--- src/rtl/ysyx_25020037_idu_q.sv ---
// ysyx_25020037_idu_q
// Decode stage with a DEPTH-entry queue of decoded micro-ops between the IFU
// and the EXU. Instructions are decoded as they are enqueued. The decoded
// fields are stored in the queue, and the head entry is issued in order with
// a valid/ready handshake. A flush empties the queue.
//
// Optional feature (macro YSYX_25020037_IDU_Q_SCOREBOARD_EN):
//   A per-register busy scoreboard. It stalls issue of the head entry while
//   any source register it reads has an in-flight write. Without the macro,
//   wb_valid/wb_rd are ignored and no busy storage exists.
//
// Ports:
//   clk, rst             clock, asynchronous active-high reset
//   ifu_valid/idu_ready  enqueue handshake (idu_ready = queue not full)
//   ifu_pc, ifu_inst     fetch packet
//   flush                redirect: empty the queue (highest priority)
//   idu_valid/exu_ready  issue handshake for the head micro-op
//   du_pc, du_imm        head pc and immediate
//   du_rs1/rs2/rd        head register indices (RW bits)
//   du_type              one-hot {R,I,S,B,U,J,N}
//   du_gpr_we            head writes rd
//   du_illegal           head was not decodable
//   wb_valid, wb_rd      writeback retire strobe (scoreboard only)
module ysyx_25020037_idu_q #(
  parameter  int DEPTH = 4,
  parameter  int XLEN  = 32,
  parameter  int NREG  = 32,
  localparam int RW    = $clog2(NREG)
) (
  input  logic            clk,
  input  logic            rst,
  input  logic            ifu_valid,
  output logic            idu_ready,
  input  logic [XLEN-1:0] ifu_pc,
  input  logic [31:0]     ifu_inst,
  input  logic            flush,
  output logic            idu_valid,
  input  logic            exu_ready,
  output logic [XLEN-1:0] du_pc,
  output logic [XLEN-1:0] du_imm,
  output logic [RW-1:0]   du_rs1,
  output logic [RW-1:0]   du_rs2,
  output logic [RW-1:0]   du_rd,
  output logic [6:0]      du_type,
  output logic            du_gpr_we,
  output logic            du_illegal,
  input  logic            wb_valid,
  input  logic [RW-1:0]   wb_rd
);

  localparam int PW = $clog2(DEPTH);
  localparam int CW = PW + 1;
  localparam logic [CW-1:0] FULL = CW'(DEPTH);

  // du_type bit positions
  localparam int T_R = 6;
  localparam int T_I = 5;
  localparam int T_S = 4;
  localparam int T_B = 3;
  localparam int T_U = 2;
  localparam int T_J = 1;
  localparam int T_N = 0;

  typedef struct packed {
    logic [XLEN-1:0] pc;
    logic [XLEN-1:0] imm;
    logic [RW-1:0]   rs1;
    logic [RW-1:0]   rs2;
    logic [RW-1:0]   rd;
    logic [6:0]      typ;
    logic            gpr_we;
    logic            illegal;
  } entry_t;

  // ---------------------------------------------------------------------------
  // Decoder (enqueue side)
  // ---------------------------------------------------------------------------
  logic [6:0]  opc;
  logic [2:0]  f3;
  logic [4:0]  f_rs1, f_rs2, f_rd;
  logic        is_fencei;
  logic [6:0]  dec_type;
  logic [31:0] imm32;
  logic        dec_we;
  logic        idx_bad;
  entry_t      enq;

  assign opc   = ifu_inst[6:0];
  assign f3    = ifu_inst[14:12];
  assign f_rd  = ifu_inst[11:7];
  assign f_rs1 = ifu_inst[19:15];
  assign f_rs2 = ifu_inst[24:20];

  always_comb begin
    dec_type  = 7'b0;
    is_fencei = (opc == 7'b0001111) && (f3 == 3'b001);

    dec_type[T_R] = (opc == 7'b0110011);
    dec_type[T_I] = (opc == 7'b0010011) || (opc == 7'b0000011) ||
                    (opc == 7'b1100111) || is_fencei ||
                    ((opc == 7'b1110011) && ((f3 == 3'b001) || (f3 == 3'b010)));
    dec_type[T_S] = (opc == 7'b0100011);
    dec_type[T_B] = (opc == 7'b1100011);
    dec_type[T_U] = (opc == 7'b0110111) || (opc == 7'b0010111);
    dec_type[T_J] = (opc == 7'b1101111);
    dec_type[T_N] = (ifu_inst == 32'h0000_0073) || (ifu_inst == 32'h0010_0073) ||
                    (ifu_inst == 32'h3020_0073) || (ifu_inst == 32'h0000_0000);

    imm32 = 32'h0;
    if (dec_type[T_I])
      imm32 = {{20{ifu_inst[31]}}, ifu_inst[31:20]};
    else if (dec_type[T_S])
      imm32 = {{20{ifu_inst[31]}}, ifu_inst[31:25], ifu_inst[11:7]};
    else if (dec_type[T_B])
      imm32 = {{19{ifu_inst[31]}}, ifu_inst[31], ifu_inst[7],
               ifu_inst[30:25], ifu_inst[11:8], 1'b0};
    else if (dec_type[T_U])
      imm32 = {ifu_inst[31:12], 12'h000};
    else if (dec_type[T_J])
      imm32 = {{11{ifu_inst[31]}}, ifu_inst[31], ifu_inst[19:12],
               ifu_inst[20], ifu_inst[30:21], 1'b0};

    dec_we = (dec_type[T_R] | dec_type[T_I] | dec_type[T_U] | dec_type[T_J]) & ~is_fencei;

    // With a reduced register file (RV32E) any used index above the
    // architectural range makes the instruction undecodable.
    idx_bad = 1'b0;
    if ((dec_type[T_R] | dec_type[T_I] | dec_type[T_S] | dec_type[T_B]) &&
        ((f_rs1 >> RW) != 5'd0))
      idx_bad = 1'b1;
    if ((dec_type[T_R] | dec_type[T_S] | dec_type[T_B]) && ((f_rs2 >> RW) != 5'd0))
      idx_bad = 1'b1;
    if (dec_we && ((f_rd >> RW) != 5'd0))
      idx_bad = 1'b1;

    enq.pc      = ifu_pc;
    // Replicate the sign bit so this also works when XLEN == 32.
    enq.imm     = {{(XLEN - 31){imm32[31]}}, imm32[30:0]};
    enq.rs1     = f_rs1[RW-1:0];
    enq.rs2     = f_rs2[RW-1:0];
    enq.rd      = f_rd[RW-1:0];
    enq.typ     = dec_type;
    enq.gpr_we  = dec_we;
    enq.illegal = (dec_type == 7'b0) | idx_bad;
  end

  // ---------------------------------------------------------------------------
  // Queue control
  // ---------------------------------------------------------------------------
  entry_t        mem_q [DEPTH];
  logic [PW-1:0] wptr_q, wptr_d;
  logic [PW-1:0] rptr_q, rptr_d;
  logic [CW-1:0] count_q, count_d;
  logic          push, pop, not_empty, hazard;
  entry_t        head;

  assign not_empty = (count_q != '0);
  assign head      = mem_q[rptr_q];
  assign idu_ready = (count_q != FULL);
  assign idu_valid = not_empty & ~hazard;
  assign push      = ifu_valid & idu_ready;
  assign pop       = idu_valid & exu_ready;

  always_comb begin
    wptr_d  = wptr_q;
    rptr_d  = rptr_q;
    count_d = count_q;
    if (flush) begin
      wptr_d  = '0;
      rptr_d  = '0;
      count_d = '0;
    end else begin
      if (push) wptr_d = wptr_q + PW'(1);
      if (pop)  rptr_d = rptr_q + PW'(1);
      count_d = count_q + CW'(push) - CW'(pop);
    end
  end

  always_ff @(posedge clk or posedge rst) begin
    if (rst) begin
      wptr_q  <= '0;
      rptr_q  <= '0;
      count_q <= '0;
    end else begin
      wptr_q  <= wptr_d;
      rptr_q  <= rptr_d;
      count_q <= count_d;
    end
  end

  // Entry storage needs no reset: the outputs are masked while the queue is empty.
  always_ff @(posedge clk) begin
    if (push && !flush)
      mem_q[wptr_q] <= enq;
  end

  assign du_pc      = not_empty ? head.pc      : '0;
  assign du_imm     = not_empty ? head.imm     : '0;
  assign du_rs1     = not_empty ? head.rs1     : '0;
  assign du_rs2     = not_empty ? head.rs2     : '0;
  assign du_rd      = not_empty ? head.rd      : '0;
  assign du_type    = not_empty ? head.typ     : '0;
  assign du_gpr_we  = not_empty ? head.gpr_we  : 1'b0;
  assign du_illegal = not_empty ? head.illegal : 1'b0;

  // ---------------------------------------------------------------------------
  // Scoreboard
  // ---------------------------------------------------------------------------
`ifdef YSYX_25020037_IDU_Q_SCOREBOARD_EN
  logic [NREG-1:0] busy_q, busy_d;
  logic            uses_rs1, uses_rs2;

  assign uses_rs1 = head.typ[T_R] | head.typ[T_I] | head.typ[T_S] | head.typ[T_B];
  assign uses_rs2 = head.typ[T_R] | head.typ[T_S] | head.typ[T_B];
  assign hazard   = (uses_rs1 & busy_q[head.rs1]) | (uses_rs2 & busy_q[head.rs2]);

  always_comb begin
    busy_d = busy_q;
    if (wb_valid)
      busy_d[wb_rd] = 1'b0;
    // Applied after the clear so a same-cycle issue of the same rd wins.
    // An op popped in a flush cycle is discarded and does not mark rd busy.
    if (pop && !flush && head.gpr_we && (head.rd != '0))
      busy_d[head.rd] = 1'b1;
    busy_d[0] = 1'b0;
  end

  always_ff @(posedge clk or posedge rst) begin
    if (rst) busy_q <= '0;
    else     busy_q <= busy_d;
  end
`else
  logic unused_wb;
  assign hazard    = 1'b0;
  assign unused_wb = ^{wb_valid, wb_rd};
`endif

endmodule
--- config.mk ---
export PLATFORM = sky130hd
export DESIGN_NAME = ysyx_25020037_idu_q
export DESIGN_NICKNAME = d
export VERILOG_FILES = /design/src/rtl/ysyx_25020037_idu_q.sv
export SDC_FILE = /design/constraint.sdc
export NUM_CORES = 1
export LEC_CHECK = 0
export BUFFER_PORTS_ARGS = -buffer_cell sky130_fd_sc_hd__buf_2
export CAP_MARGIN = 30
export CORE_UTILIZATION = 55
export CTS_BUF_LIST = sky130_fd_sc_hd__clkbuf_2
export DETAILED_ROUTE_END_ITERATION = 6
export GPL_TIMING_DRIVEN = 0
export HOLD_SLACK_MARGIN = 0.08
export PLACE_DENSITY = 0.85
export SLEW_MARGIN = 25
export SYNTH_ARGS = -nofsm -noshare
export SYNTH_HDL_FRONTEND = slang
export SYNTH_SLANG_ARGS = --single-unit
--- constraint.sdc ---
create_clock -name clk -period 4.57 [get_ports clk]
set_input_delay 0.914 -clock clk [delete_from_list [all_inputs] [get_ports clk]]
set_output_delay 0.914 -clock clk [all_outputs]
set_load 0.02 [all_outputs]
## Word-level counts from Yosys, hierarchy flattened

Memory sizes are Yosys's and may differ from the RTL's.
Index checks and enable logic that the tools add are counted.

- Register bits: 7
- Memory bits (writable): 352
- Input port bits: 75
- Output and inout port bits: 90
- Word-level logic and storage cells: 70
- Memories kept: 1

Memories:

| name | words | width | rd ports | clocked after memory_dff | wr ports | line | RTL |
|---|---|---|---|---|---|---|---|
| mem_q | 4 | 88 | 1 | 0 | 1 | 150 | `entry_t mem_q [DEPTH];` |

- $add $sub $neg: 4
- Equality and inequality tests: 17
- Mux-type cells: 20
- Bitwise logic cells: 7
- Reduce and logical (&&, ||, !) cells: 18

Operator list:

| operator | count |
|---|---|
| $mux 32 | 7 |
| $eq 32x21->1 const B | 1 |
| $eq 32x30->1 const B | 1 |
| $eq 32x7->1 const B | 1 |
| $logic_not 32->1 | 1 |
| $eq 7x7->1 const B | 4 |
| $eq 7x6->1 const B | 3 |
| $mux 5 | 3 |
| $eq 7x5->1 const B | 2 |
| $logic_or 1x1->1 | 9 |
| $mux 2 | 4 |
| $eq 7x2->1 const B | 1 |
| $eq 7x4->1 const B | 1 |
| $logic_not 7->1 | 1 |
| $mux 7 | 1 |
| $add 2x1->2 const B | 2 |
| $mux 1 | 4 |
| $reduce_bool 2->1 | 2 |
| $add 3x1->3 | 1 |
| $and 1x1->1 | 3 |
| $eq 3x1->1 const B | 1 |
| $eq 3x2->1 const B | 1 |
| $logic_and 1x1->1 | 3 |
| $mux 3 | 1 |
| 6 further kinds | 8 |

## Depth between registers and ports, before layout

- Depth after elaboration: 9
- Mapped depth: 11
- Gate-level depth less buffers: 11

## Worst setup path after synthesis

OpenSTA, ideal clock, no wires.

- Path kind: input -> register
- From: input flush
- To: memory mem_q[0][0] (netlist name) (enable)
- Library setup time: 0.457 ns
- Arrival: 3.315 ns
- Data required time: 4.113 ns
- Slack: 0.798 ns
- Cell stages on the path: 3
- Buffers on the path: 1
- Path through: clkbuf_1 -> nor2_1 -> and2_1

- Longest elaborated chain between the ends: 4

Ends and longest elaborated chain:

| what | line | RTL |
|---|---|---|
| from (decl) | 36 | `input logic flush,` |
| $logic_not 1->1 | 193 | `if (push && !flush)` |
| $logic_and 1x1->1 | 193 |  |
| $mux 1 | 193 |  |
| $mux 1 (implied by the code) | 194 | `mem_q[wptr_q] <= enq;` |
| to (decl) | 150 |  |

No other way between the ends.

## Worst setup path in the final report

- From: register rptr_q[1]
- To: output du_imm[20]

- Longest elaborated chain between the ends: 2

Ends and longest elaborated chain:

| what | line | RTL |
|---|---|---|
| from (decl) | 152 | `logic [PW-1:0] rptr_q, rptr_d;` |
| from (signal assigned) | 186 | `rptr_q <= rptr_d;` |
| $mem_v2 4x88 | - |  |
| $mux 32 | 198 | `assign du_imm = not_empty ? head.imm : '0;` |
| to (decl) | 40 | `output logic [XLEN-1:0] du_imm,` |

No other way between the ends.

==> results.ini <==
[timing]
worst_pin_slew_ns = 0.967
maxSlewHeadroom = 0.346
fmax_mhz = 238
fin_skew_ns = 0.0400
slew_viol_final = 0
min_period_over_period = 0.918
min_period_ns = 4.19
setup_violations = 0
hold_viol_final = 0
rsz0062_at_grt = no

[drt]
num_vias = 7618
antenna_left = 0
drc = 0
avgViaCountPerCell = 5.64
drt_wl_total_microns = 29200
first_pass_iters = 5
post_drt_wl_per_cell_microns = 21.6
drtIter0Drc = 642

[yosys]
yosysSeqAreaShare = 0.752
synthCells = 706
synth_top_cell_area_share = 0.740
yosysTopAreaCell = edfxtp_1
ys_warn_count = 0
synthArstFlopShare = 0.0195
synthTopCellsByArea = edfxtp_1 74%, mux4_2 14%, and2_1 4.4%
synth_seq_cells = 359
synth-edff-count = 352
syn-num-nets = 788
syn-cell-area_sq_um = 14300
syn_avg_cell_area_sq_um = 20.2
yosys.cell_types.count = 40
synthFlopType = edfxtp_1

[clock_network]
cts_tree = built
clkTransAtPathRegs_ns = 0.11
clock_latency_ns = 0.87
numCtsBuffers = 85
h-tree-depth = 3
cts.sinks = 359
cts_setup_buffers = 0
cts_buffer_depth = 3
clock-root-buffer = clkbuf_2

[floorplan]
fp.dieH_microns = 163
initial_core_util = 0.564
die_x_microns = 163
ioPinCount = 165
core_sq_um = 25300
row_count = 58
die_area_sq_um = 26600

[global_routing]
antenna_found_initial = 3
grt_pass1_wl_microns = 43600
grt-ovfl-total = 0
grt_usage = 0.226
grt_pass1_vias = 7939
grt_max_degree = 46

[critical_path]
cp_slowest_cell = clkbuf_1
critPathKind = reg2out
worst-endpoint-required_ns = 3.66
crit_buf_inv = 4
critPathMaxStageDelay_ns = 0.52
crit_arrival_ns = 3.28
timing.rr.start = count_q[1]
path_max_fanout = 10
crit_path_start = rptr_q[1]
crit_path_frequent_cell = clkbuf_1
path_cells = clkbuf_1 > clkbuf_1 > clkbuf_2 > mux4_2 > and2_1 > buf_2
cpLargestDelayFamily = buffers and inverters
critical_path.startpoint_type = flip-flop
end_kind = primary output

[pwr]
leakagePower_uw = 0.00584
ir_drop_v = 0.000244
powerDensity_nw_per_um2 = 509

[min_path]
hp-start = ifu_pc[12]
hp-class = in2reg

[final_layout]
post-route-util = 0.647
fin_cells = 1351
syn_to_final_growth_pct = 14.8
multiInputGateArea_sq_um = 3360
layout-drive-gt1-share = 0.400
design_area_sq_um = 16400
num-fill-cells = 1765
final_nets = 1039
seq_area_sq_um = 10700

[placed_design]
dpl_cell_area_sq_um = 15600
numPortBuffers = 155
dp.cells = 1198
dpl.hpwl_microns = 18800
place.gp.congestion = 0.798

[status]
outcome = completed

[flow_run]
max-cap-violations = 0

## per-stage QoR
stage	hold WS (ns)	TNS, ns	power, uW	setup WS, ns
5_1_grt	0.159	0	8790	0.160
3_5_place_dp	0.565	0	6550	0.984
4_1_cts	0.154	0	8470	0.200
2_1_floorplan	0.525	0	5700	0.798
3_3_place_gp	0.549	-261.15	6510	-0.817
6_report	0.277	0	8350	0.376
## Yosys cell counts (all sizes together) (4+ instances only)
cell,count
nor3,6
nand2,31
xnor2,4
and2,101
inv,5
nor2,14
clkbuf,27
dfrtp,7
edfxtp,352
nand3,4
a22o,12
nor4,8
buf,12
a21boi,4
ha,6
mux4,88
## final timing paths
path | end | slack [ns] | depth (start not counted)
setup / recovery | du_imm[20] | 0.38 | 6
hold / removal | mem_q[3][68] | 0.28 | 1
setup reg to reg | count_q[2] | 1.70 | 11
hold reg to reg | count_q[2] | 0.58 | 2
max in group asynchronous | rptr_q[0] | 3.78 | 3
min in group asynchronous | count_q[2] | 0.56 | 3
## timing repair
item / 4_1_cts / 5_1_grt
gates resized for setup: 1 / 0
hold buffers: 1 / 0
setup endpoints to repair: 1 / 0
endpoints found under the hold margin: 7 / 0
## worst reg2reg max path, stage by stage, from the launching register on
cell	delay (ns)
dfrtp_1	0.46
or3_1	0.36
clkbuf_1	0.33
and2_1	0.33
ha_1	0.27
inv_1	0.05
ha_1	0.13
inv_1	0.05
fa_1	0.40
xor2_1	0.17
xnor2_1	0.14
nor2_1	0.06
## cells in the final DEF (no fill, tap or decap), types with 4 or more instances in the layout
cell	netlist	layout
edfxtp_1	352	352
xnor2_1	4	4
clkinv_1	0	16
inv_2	0	4
a22o_1	12	12
and2_4	0	4
clkinv_2	0	6
inv_1	5	5
clkbuf_2	0	122
ha_1	6	6
nand2_1	31	31
and2_1	101	97
nor3_1	6	6
buf_12	0	4
nand3_1	4	4
buf_2	10	165
mux4_2	88	88
dfrtp_1	7	7
nor2_1	14	14
nor4_1	8	8
clkbuf_1	27	26
## logic make-up (layout without fill, tap and decap cells)
group / after synthesis / in the layout / share of synthesized area
other cells: 0 / 2 / 0
flops: 359 / 359 / 0.752
simple gates: 177 / 177 / 0.0713
buf+inv: 44 / 357 / 0.0135
fa+ha+maj: 7 / 7 / 0.00666
xor+xnor: 6 / 6 / 0.00368
compound gates: 25 / 25 / 0.0141
mux: 88 / 88 / 0.139
## cell type report
class                           count  area share
Clock inverter                     29     0.00778
Clock buffer                      120      0.0366
Timing Repair Buffer              164      0.0581
Tap cell                          330      0.0252
Inverter                            5     0.00114
Buffer                             39      0.0107
Sequential cell                   359       0.655
Antenna cell                        2    0.000305
Multi-Input combinational cell    303       0.205
## sequential cells by signal, summed over array words and instances, names as in the netlist
| signal | flops |
|---|---|
| mem_q | 352 |
| count_q | 3 |
| rptr_q | 2 |
| wptr_q | 2 |
## where the power goes
group	leakage [uW]	internal [uW]	switching (uW)	total [uW]
clock network	0.000564	712	1200	1910
registers	0.00333	3800	48.1	3850
logic	0.00194	1070	1520	2590
total	0.00584	5590	2760	8350
## routing by layer
layer / vias up / global-route usage / part of all wire
met4: 2 / 0.105 / 0.028
met2: 348 / 0.366 / 0.51
li1: 3387 / - / -
met1: 3805 / 0.292 / 0.38
met3: 76 / 0.0528 / 0.086
met5: - / 0 / 0.00038
Power figures use the tool's default switching activity.
